$ cat src/rtl/text_buffer_ctrl_pkg.sv
// ============================================================================
//  text_pkg : shared opcodes, character codes and printable-range rule
//  Rev 1.0  : initial release
// ============================================================================
`default_nettype none

package text_pkg;

    localparam logic [1:0] OP_PUT = 2'b00;
    localparam logic [1:0] OP_BS  = 2'b01;
    localparam logic [1:0] OP_NL  = 2'b10;
    localparam logic [1:0] OP_CLR = 2'b11;

    localparam logic [6:0] BLANK_CHAR = 7'h20;
    localparam logic [6:0] SUB_CHAR   = 7'h2D;

    localparam logic [7:0] PRINT_MIN = 8'h20;
    localparam logic [7:0] PRINT_MAX = 8'h7E;

    // Bit 7 takes part in the range test, so codes >= 0x80 are substituted.
    function automatic logic [6:0] sanitize_char(input logic [7:0] c, input logic [6:0] sub);
        return ((c >= PRINT_MIN) && (c <= PRINT_MAX)) ? c[6:0] : sub;
    endfunction

endpackage

`default_nettype wire

$ cat src/rtl/text_buffer_ctrl_if.sv
// ============================================================================
//  text_cmd_if : character-entry command channel (valid/ready)
//  Rev 1.0     : initial release
// ============================================================================
`default_nettype none

interface text_cmd_if;

    logic       cmd_valid;
    logic       cmd_ready;
    logic [1:0] cmd_op;
    logic [7:0] cmd_char;

    modport master (output cmd_valid, output cmd_op, output cmd_char, input  cmd_ready);
    modport slave  (input  cmd_valid, input  cmd_op, input  cmd_char, output cmd_ready);

endinterface

`default_nettype wire

$ cat src/rtl/text_ram.sv
// ============================================================================
//  text_ram : simple dual-port RAM, synchronous write, registered read
//  Rev 1.0  : initial release
// ============================================================================
`default_nettype none

module text_ram #(
    parameter int             AW        = 7,
    parameter int             DW        = 7,
    parameter logic [DW-1:0]  RESET_VAL = '0
) (
    input  wire logic          clk,
    input  wire logic          reset_n,
    input  wire logic          we,
    input  wire logic [AW-1:0] waddr,
    input  wire logic [DW-1:0] wdata,
    input  wire logic [AW-1:0] raddr,
    output logic      [DW-1:0] rdata
);

    logic [DW-1:0] mem [0:(1<<AW)-1];

    always_ff @(posedge clk) begin
        if (we) begin
            mem[waddr] <= wdata;
        end
    end

    // Read register samples the array before any same-edge write lands.
    always_ff @(posedge clk or negedge reset_n) begin
        if (!reset_n) begin
            rdata <= RESET_VAL;
        end else begin
            rdata <= mem[raddr];
        end
    end

endmodule

`default_nettype wire

$ cat src/rtl/text_buffer_ctrl.sv
// ============================================================================
//  text_buffer_ctrl : text-overlay character buffer with cursor and clear FSM
//  Rev 1.0          : initial release
// ============================================================================
`default_nettype none

module text_buffer_ctrl #(
    parameter int         COLS       = 32,
    parameter int         ROWS       = 4,
    parameter logic [6:0] BLANK_CHAR = 7'h20,
    parameter logic [6:0] SUB_CHAR   = 7'h2D
) (
    input  wire logic                    clk,
    input  wire logic                    reset_n,
    text_cmd_if.slave                    cmd,
    input  wire logic [$clog2(COLS)-1:0] rd_col,
    input  wire logic [$clog2(ROWS)-1:0] rd_row,
    output logic      [6:0]              rd_char,
    output logic      [$clog2(COLS)-1:0] cursor_col,
    output logic      [$clog2(ROWS)-1:0] cursor_row,
    output logic                         busy
);

    import text_pkg::OP_PUT;
    import text_pkg::OP_BS;
    import text_pkg::OP_NL;
    import text_pkg::OP_CLR;
    import text_pkg::sanitize_char;

    localparam int CW = $clog2(COLS);
    localparam int RW = $clog2(ROWS);
    localparam int AW = CW + RW;
    localparam logic [AW-1:0] LAST_CELL = AW'(COLS*ROWS - 1);

    localparam logic [0:0] ST_CLEARING = 1'b0;
    localparam logic [0:0] ST_IDLE     = 1'b1;

    logic [0:0]    state, state_nxt;
    logic [AW-1:0] clr_ptr, clr_ptr_nxt;
    logic [AW-1:0] cursor, cursor_nxt;      // flat {row,col} cell index
    logic          accept;
    logic          we;
    logic [AW-1:0] waddr;
    logic [6:0]    wdata;

    assign accept     = cmd.cmd_valid && cmd.cmd_ready;
    assign cursor_col = cursor[CW-1:0];
    assign cursor_row = cursor[AW-1:CW];

    always_ff @(posedge clk or negedge reset_n) begin
        if (!reset_n) begin
            state   <= ST_CLEARING;
            clr_ptr <= '0;
            cursor  <= '0;
        end else begin
            state   <= state_nxt;
            clr_ptr <= clr_ptr_nxt;
            cursor  <= cursor_nxt;
        end
    end

    always_comb begin
        state_nxt   = state;
        clr_ptr_nxt = clr_ptr;
        cursor_nxt  = cursor;
        if (state == ST_CLEARING) begin
            clr_ptr_nxt = clr_ptr + AW'(1);
            if (clr_ptr == LAST_CELL) begin
                state_nxt   = ST_IDLE;
                clr_ptr_nxt = '0;
                cursor_nxt  = '0;
            end
        end else if (accept) begin
            case (cmd.cmd_op)
                OP_PUT: cursor_nxt = cursor + AW'(1);
                OP_BS: begin
                    if (cursor != '0) begin
                        cursor_nxt = cursor - AW'(1);
                    end
                end
                OP_NL:  cursor_nxt = {cursor[AW-1:CW] + RW'(1), CW'(0)};
                OP_CLR: begin
                    state_nxt   = ST_CLEARING;
                    clr_ptr_nxt = '0;
                end
                default: ;
            endcase
        end
    end

    always_comb begin
        cmd.cmd_ready = (state == ST_IDLE);
        busy          = (state == ST_CLEARING);
        we            = 1'b0;
        waddr         = cursor;
        wdata         = BLANK_CHAR;
        if (state == ST_CLEARING) begin
            we    = 1'b1;
            waddr = clr_ptr;
        end else if (accept) begin
            case (cmd.cmd_op)
                OP_PUT: begin
                    we    = 1'b1;
                    wdata = sanitize_char(cmd.cmd_char, SUB_CHAR);
                end
                OP_BS: begin
                    // Blank lands on the cell the cursor is moving back onto.
                    if (cursor != '0) begin
                        we    = 1'b1;
                        waddr = cursor - AW'(1);
                    end
                end
                default: ;
            endcase
        end
    end

    text_ram #(
        .AW        (AW),
        .DW        (7),
        .RESET_VAL (BLANK_CHAR)
    ) u_ram (
        .clk     (clk),
        .reset_n (reset_n),
        .we      (we),
        .waddr   (waddr),
        .wdata   (wdata),
        .raddr   ({rd_row, rd_col}),
        .rdata   (rd_char)
    );

endmodule

`default_nettype wire

$ cat src/flat_wrapper.sv
// flat-port wrapper written by rule: the top's interface ports become plain ports
module text_buffer_ctrl_flat import text_pkg::OP_PUT; import text_pkg::OP_BS; import text_pkg::OP_NL; import text_pkg::OP_CLR; import text_pkg::sanitize_char;
#(
    parameter int         COLS       = 32,
    parameter int         ROWS       = 4,
    parameter logic [6:0] BLANK_CHAR = 7'h20,
    parameter logic [6:0] SUB_CHAR   = 7'h2D
)
  (clk, reset_n, rd_col, rd_row, rd_char, cursor_col, cursor_row, busy, cmd_cmd_valid, cmd_cmd_op, cmd_cmd_char, cmd_cmd_ready);
  text_cmd_if cmd_i ();
  input  wire logic clk;
  input  wire logic reset_n;
  input  wire logic [$clog2(COLS)-1:0] rd_col;
  input  wire logic [$clog2(ROWS)-1:0] rd_row;
  output logic      [6:0] rd_char;
  output logic      [$clog2(COLS)-1:0] cursor_col;
  output logic      [$clog2(ROWS)-1:0] cursor_row;
  output logic busy;
  input wire logic [$bits(cmd_i.cmd_valid)-1:0] cmd_cmd_valid;
  input wire logic [$bits(cmd_i.cmd_op)-1:0] cmd_cmd_op;
  input wire logic [$bits(cmd_i.cmd_char)-1:0] cmd_cmd_char;
  output wire logic [$bits(cmd_i.cmd_ready)-1:0] cmd_cmd_ready;
  assign cmd_i.cmd_valid = cmd_cmd_valid;
  assign cmd_i.cmd_op = cmd_cmd_op;
  assign cmd_i.cmd_char = cmd_cmd_char;
  assign cmd_cmd_ready = cmd_i.cmd_ready;
  text_buffer_ctrl #(.COLS(COLS), .ROWS(ROWS), .BLANK_CHAR(BLANK_CHAR), .SUB_CHAR(SUB_CHAR)) u_core (.clk(clk), .reset_n(reset_n), .cmd(cmd_i), .rd_col(rd_col), .rd_row(rd_row), .rd_char(rd_char), .cursor_col(cursor_col), .cursor_row(cursor_row), .busy(busy));
endmodule
$ cat config.mk
export PLATFORM = sky130hd
export DESIGN_NAME = text_buffer_ctrl_flat
export DESIGN_NICKNAME = d
export VERILOG_FILES = /design/src/rtl/text_buffer_ctrl_pkg.sv /design/src/rtl/text_buffer_ctrl_if.sv /design/src/rtl/text_ram.sv /design/src/rtl/text_buffer_ctrl.sv /design/src/flat_wrapper.sv
export SDC_FILE = /design/constraint.sdc
export NUM_CORES = 1
export LEC_CHECK = 0
export ABC_CLOCK_PERIOD_IN_PS = 5650
export BUFFER_PORTS_ARGS = -buffer_cell sky130_fd_sc_hd__buf_2
export CAP_MARGIN = 10
export CELL_PAD_IN_SITES_DETAIL_PLACEMENT = 0
export CELL_PAD_IN_SITES_GLOBAL_PLACEMENT = 1
export CORE_MARGIN = 1.5
export CORE_UTILIZATION = 51
export CTS_CLUSTER_DIAMETER = 150
export DETAILED_ROUTE_END_ITERATION = 10
export HOLD_SLACK_MARGIN = 0.08
export PLACE_DENSITY = 0.87
export SLEW_MARGIN = 20
export SYNTH_ARGS = -nofsm -noshare
export SYNTH_HDL_FRONTEND = slang
export SYNTH_SLANG_ARGS = --single-unit
$ cat constraint.sdc
create_clock -name clk -period 5.65 [get_ports clk]
set_clock_uncertainty 0.15 [all_clocks]
set_input_delay 0.565 -clock clk [delete_from_list [all_inputs] [get_ports clk]]
set_output_delay 0.565 -clock clk [all_outputs]
set_load 0.1 [all_outputs]
==> results.yml <==
sta:
  timing_worst_slew_pin_value_ns: 1.176
  tns_ns: 0
  maximum_clock_rate_mhz: 228.2
  rel_slew_slack: 0.2097
  period_share: 0.7755
  timing.final.crit_period_ns: 4.382
  grt_setup_unrepaired: "false"
  timing.final.setup_violations: 0
  final-hold-violation-count: 0
  timing.final.max_slew_violations: 0
floorplan:
  fp.dieW_microns: 270.8
  fp.dieArea_sq_mm: 0.07331
  die_height_microns: 270.8
  io_pins: 36
  rows: 97
  initial_core_util: 0.5185
  fp.coreArea_sq_mm: 0.07051
drt:
  detail_route.wl_per_cell_microns: 30.26
  firstDrtPassIters: 5
  vias_per_cell: 6.552
  drt-total-wl_microns: 84320
  routed-via-count: 18261
  number_of_violations_reported_at_the_end_of_detailed_routing_iteration_0: 2639
  drc: 0
  ant_nets_after_route: 0
clock_tree:
  clk-insertion-delay-late_ns: 0.62
  tritoncts_num_sinks: 918
  tritoncts.num_buffers: 88
  maximum_root_to_sink_buffer_count: 3
  tritoncts: "done"
  cts-root-buf: "sky130_fd_sc_hd__clkbuf_16"
  cts_setup_buffers: 0
  clk_slew_on_worst_s_h_paths_ns: 0.06
  htree_levels: 3
setup_path:
  critical_path.max_fanout: 8
  reg2reg_depth: 8
  r2r-end: "u_core.u_ram.mem[48][5]"
  reg2reg_slack_ns: 1.27
  setup.worst_path.end_class: "register"
  worst_ep_required_time_ns: 5.74
  critical_path.startpoint_type: "register"
  criticalPathCategory: "register to register"
  capture_point_of_the_worst_path: "u_core.u_ram.mem[48][5]"
  worstReg2RegStart: "u_core.cursor[0]"
  arrival_ns: 4.47
  cp-startpoint: "u_core.cursor[0]"
power_and_ir_drop:
  vdd_drop_max_v: 0.0002630
  static-leakage-power_nw: 13.58
  power.density_mw_per_mm2: 381.3
yosys:
  mapped_nets: 1690
  async_set_reset_flop_share_out_of_synthesis: 0.02397
  count_of_mapped_cells_out_of_synthesis: 1662
  postSynthAreaPerCell_sq_um: 22.00
  ys_top_cells_by_count: "sky130_fd_sc_hd__edfxtp_1 (896), sky130_fd_sc_hd__mux4_2 (294), sky130_fd_sc_hd__nor3_1 (99)"
  synth.lib_cells_used.distinct: 61
  yosys_register_bits: 918
  yosys.area.top_type: "sky130_fd_sc_hd__edfxtp_1"
  count_of_flip_flops_with_a_built_in_enable_after_synthesis: 896
  synth_area_sq_mm: 0.03656
  ys.warnings.count: 0
  ys_top_cells_by_area: "sky130_fd_sc_hd__edfxtp_1 (74%), sky130_fd_sc_hd__mux4_2 (18%), sky130_fd_sc_hd__dfrtp_1 (1.4%)"
  ys.flop_type: "sky130_fd_sc_hd__edfxtp_1"
  synth.yosys.seq_area_share: 0.7509
  synthDominantCellAreaShare: 0.7359
  yosys.cell_count.top_type: "sky130_fd_sc_hd__edfxtp_1"
finish:
  post_route_cells_drive_above_1_share: 0.3267
  final_nets: 1800
  finalCoreUtilization: 0.5857
  area.growth.synth_to_final_pct: 12.95
placed_design:
  place.port_buffers: 35
  place_hpwl_microns: 49270
  routabilityCongestion: 0.8515
run:
  timing.max_cap.violations: 0
global_route:
  grt_start_max_net_pins: 100
  grt_pass1_vias: 18351
  antenna_found_initial: 2
  grt_pass1_wl_microns: 124900
  groute.usage.overall: 0.2330
  grt_remaining_overflow: 0
hold_path:
  min_path_type: "input pin to register"
run_status:
  run_status: "finished clean"
report_power, final:
group,internal [W],leakage (nW),total [W],switching (W)
clock,0.00323,1.38,0.00571,0.00248
combinational,0.000646,3.14,0.00222,0.00157
sequential,0.00767,9.07,0.00782,0.000149
total,0.0115,13.6,0.0157,0.00420
critical path, stage by stage, from the launching register on:
cell                      delay, ns
sky130_fd_sc_hd__dfrtp_1       0.50
sky130_fd_sc_hd__inv_1         0.17
sky130_fd_sc_hd__ha_1          0.27
sky130_fd_sc_hd__nor2b_1       0.19
sky130_fd_sc_hd__a21oi_1       0.33
sky130_fd_sc_hd__o211a_2       0.32
sky130_fd_sc_hd__nand4_1       0.75
sky130_fd_sc_hd__buf_4         0.49
sky130_fd_sc_hd__nor3_1        0.81
flip-flops by register name, indices dropped and copies added (netlist names):
register              count
u_core.clr_ptr            7
u_core.cmd.cmd_ready      1
u_core.cursor             7
u_core.u_ram.mem        896
u_core.u_ram.rdata        7
stage by stage:
step                cells  power [W]  instance area, sq um  setup WS, ns  hold WS [ns]
finish               2787    0.01575                 41300         1.268        0.2269
detailed placement   2620    0.01008                 38360         1.107        0.3526
CTS                  2785    0.01573                 41190         1.399        0.1885
global placement     2620    0.01001                 38340         1.284        0.3426
global route         2786    0.01617                 41300         1.117        0.2313
floorplan            1662   0.009290                 36570        0.4143        0.1194
cell families (layout without fill, tap and decap cells):
| logic type | count (synthesis) | count (layout) | synth area share |
|---|---|---|---|
| flops | 918 | 918 | 0.7509 |
| fa+ha+maj | 8 | 8 | 0.002738 |
| simple gates | 217 | 217 | 0.03104 |
| xor+xnor | 7 | 7 | 0.001677 |
| compound gates | 89 | 89 | 0.01622 |
| mux | 302 | 302 | 0.1836 |
| other cells | 0 | 1 | 0 |
| buf+inv | 121 | 305 | 0.01382 |
timing repair:
| item | 4_1_cts | 5_1_grt |
|---|---|---|
| endpoints found under the hold margin | 21 | 0 |
| setup endpoints to repair | 0 | 0 |
| hold buffers | 1 | 0 |
| resized for setup | 0 | 0 |
layout make-up:
type,count,area (sq um)
Sequential cell,918,27460
Tap cell,940,1176
Antenna cell,1,2.502
Inverter,7,26.28
Fill cell,4744,29210
Clock buffer,106,2364
Timing Repair Buffer,134,1065
Clock inverter,58,454.2
Multi-Input combinational cell,623,8755
cells in the final DEF, fill, tap and decap left out, types with 6 or more instances in the layout:
cell,instances
sky130_fd_sc_hd__nor2_1,15
sky130_fd_sc_hd__mux4_2,294
sky130_fd_sc_hd__a21oi_1,10
sky130_fd_sc_hd__ha_1,8
sky130_fd_sc_hd__buf_4,91
sky130_fd_sc_hd__dfrtp_1,21
sky130_fd_sc_hd__mux2_2,7
sky130_fd_sc_hd__inv_1,6
sky130_fd_sc_hd__buf_2,31
sky130_fd_sc_hd__nand2_1,20
sky130_fd_sc_hd__o21ai_1,17
sky130_fd_sc_hd__nand3_1,20
sky130_fd_sc_hd__clkinvlp_4,9
sky130_fd_sc_hd__and3_1,6
sky130_fd_sc_hd__clkinv_1,15
sky130_fd_sc_hd__clkbuf_16,91
sky130_fd_sc_hd__edfxtp_1,896
sky130_fd_sc_hd__clkinv_2,24
sky130_fd_sc_hd__clkbuf_1,12
sky130_fd_sc_hd__nor3_2,16
sky130_fd_sc_hd__nor3_1,83
sky130_fd_sc_hd__buf_12,8
sky130_fd_sc_hd__nor4_1,32
sky130_fd_sc_hd__o21ai_0,12
per-layer routing:
layer  vias to the layer above  share of wire  global-route usage
met5                         -        0.00015                   0
met4                         2          0.027             0.06924
met1                      9628           0.38              0.3265
met2                      1116           0.50              0.3767
li1                       7365              -                   -
met3                       150          0.093             0.04438
worst min-delay path by stage:
| stage | startpoint | to | slack (ns) | cells after the start |
|---|---|---|---|---|
| after floorplan | reset_n | u_core.clr_ptr[0] | 0.12 | 0 |
| after global placement | u_core.clr_ptr[5] | u_core.clr_ptr[5] | 0.34 | 1 |
| after detailed placement | u_core.clr_ptr[5] | u_core.clr_ptr[5] | 0.35 | 1 |
| after CTS | rd_row[0] | u_core.u_ram.rdata[0] | 0.19 | 2 |
| after global routing | rd_row[0] | u_core.u_ram.rdata[0] | 0.23 | 2 |
| final | rd_row[0] | u_core.u_ram.rdata[1] | 0.23 | 2 |
Note: power is estimated with default switching activity, not from simulation.
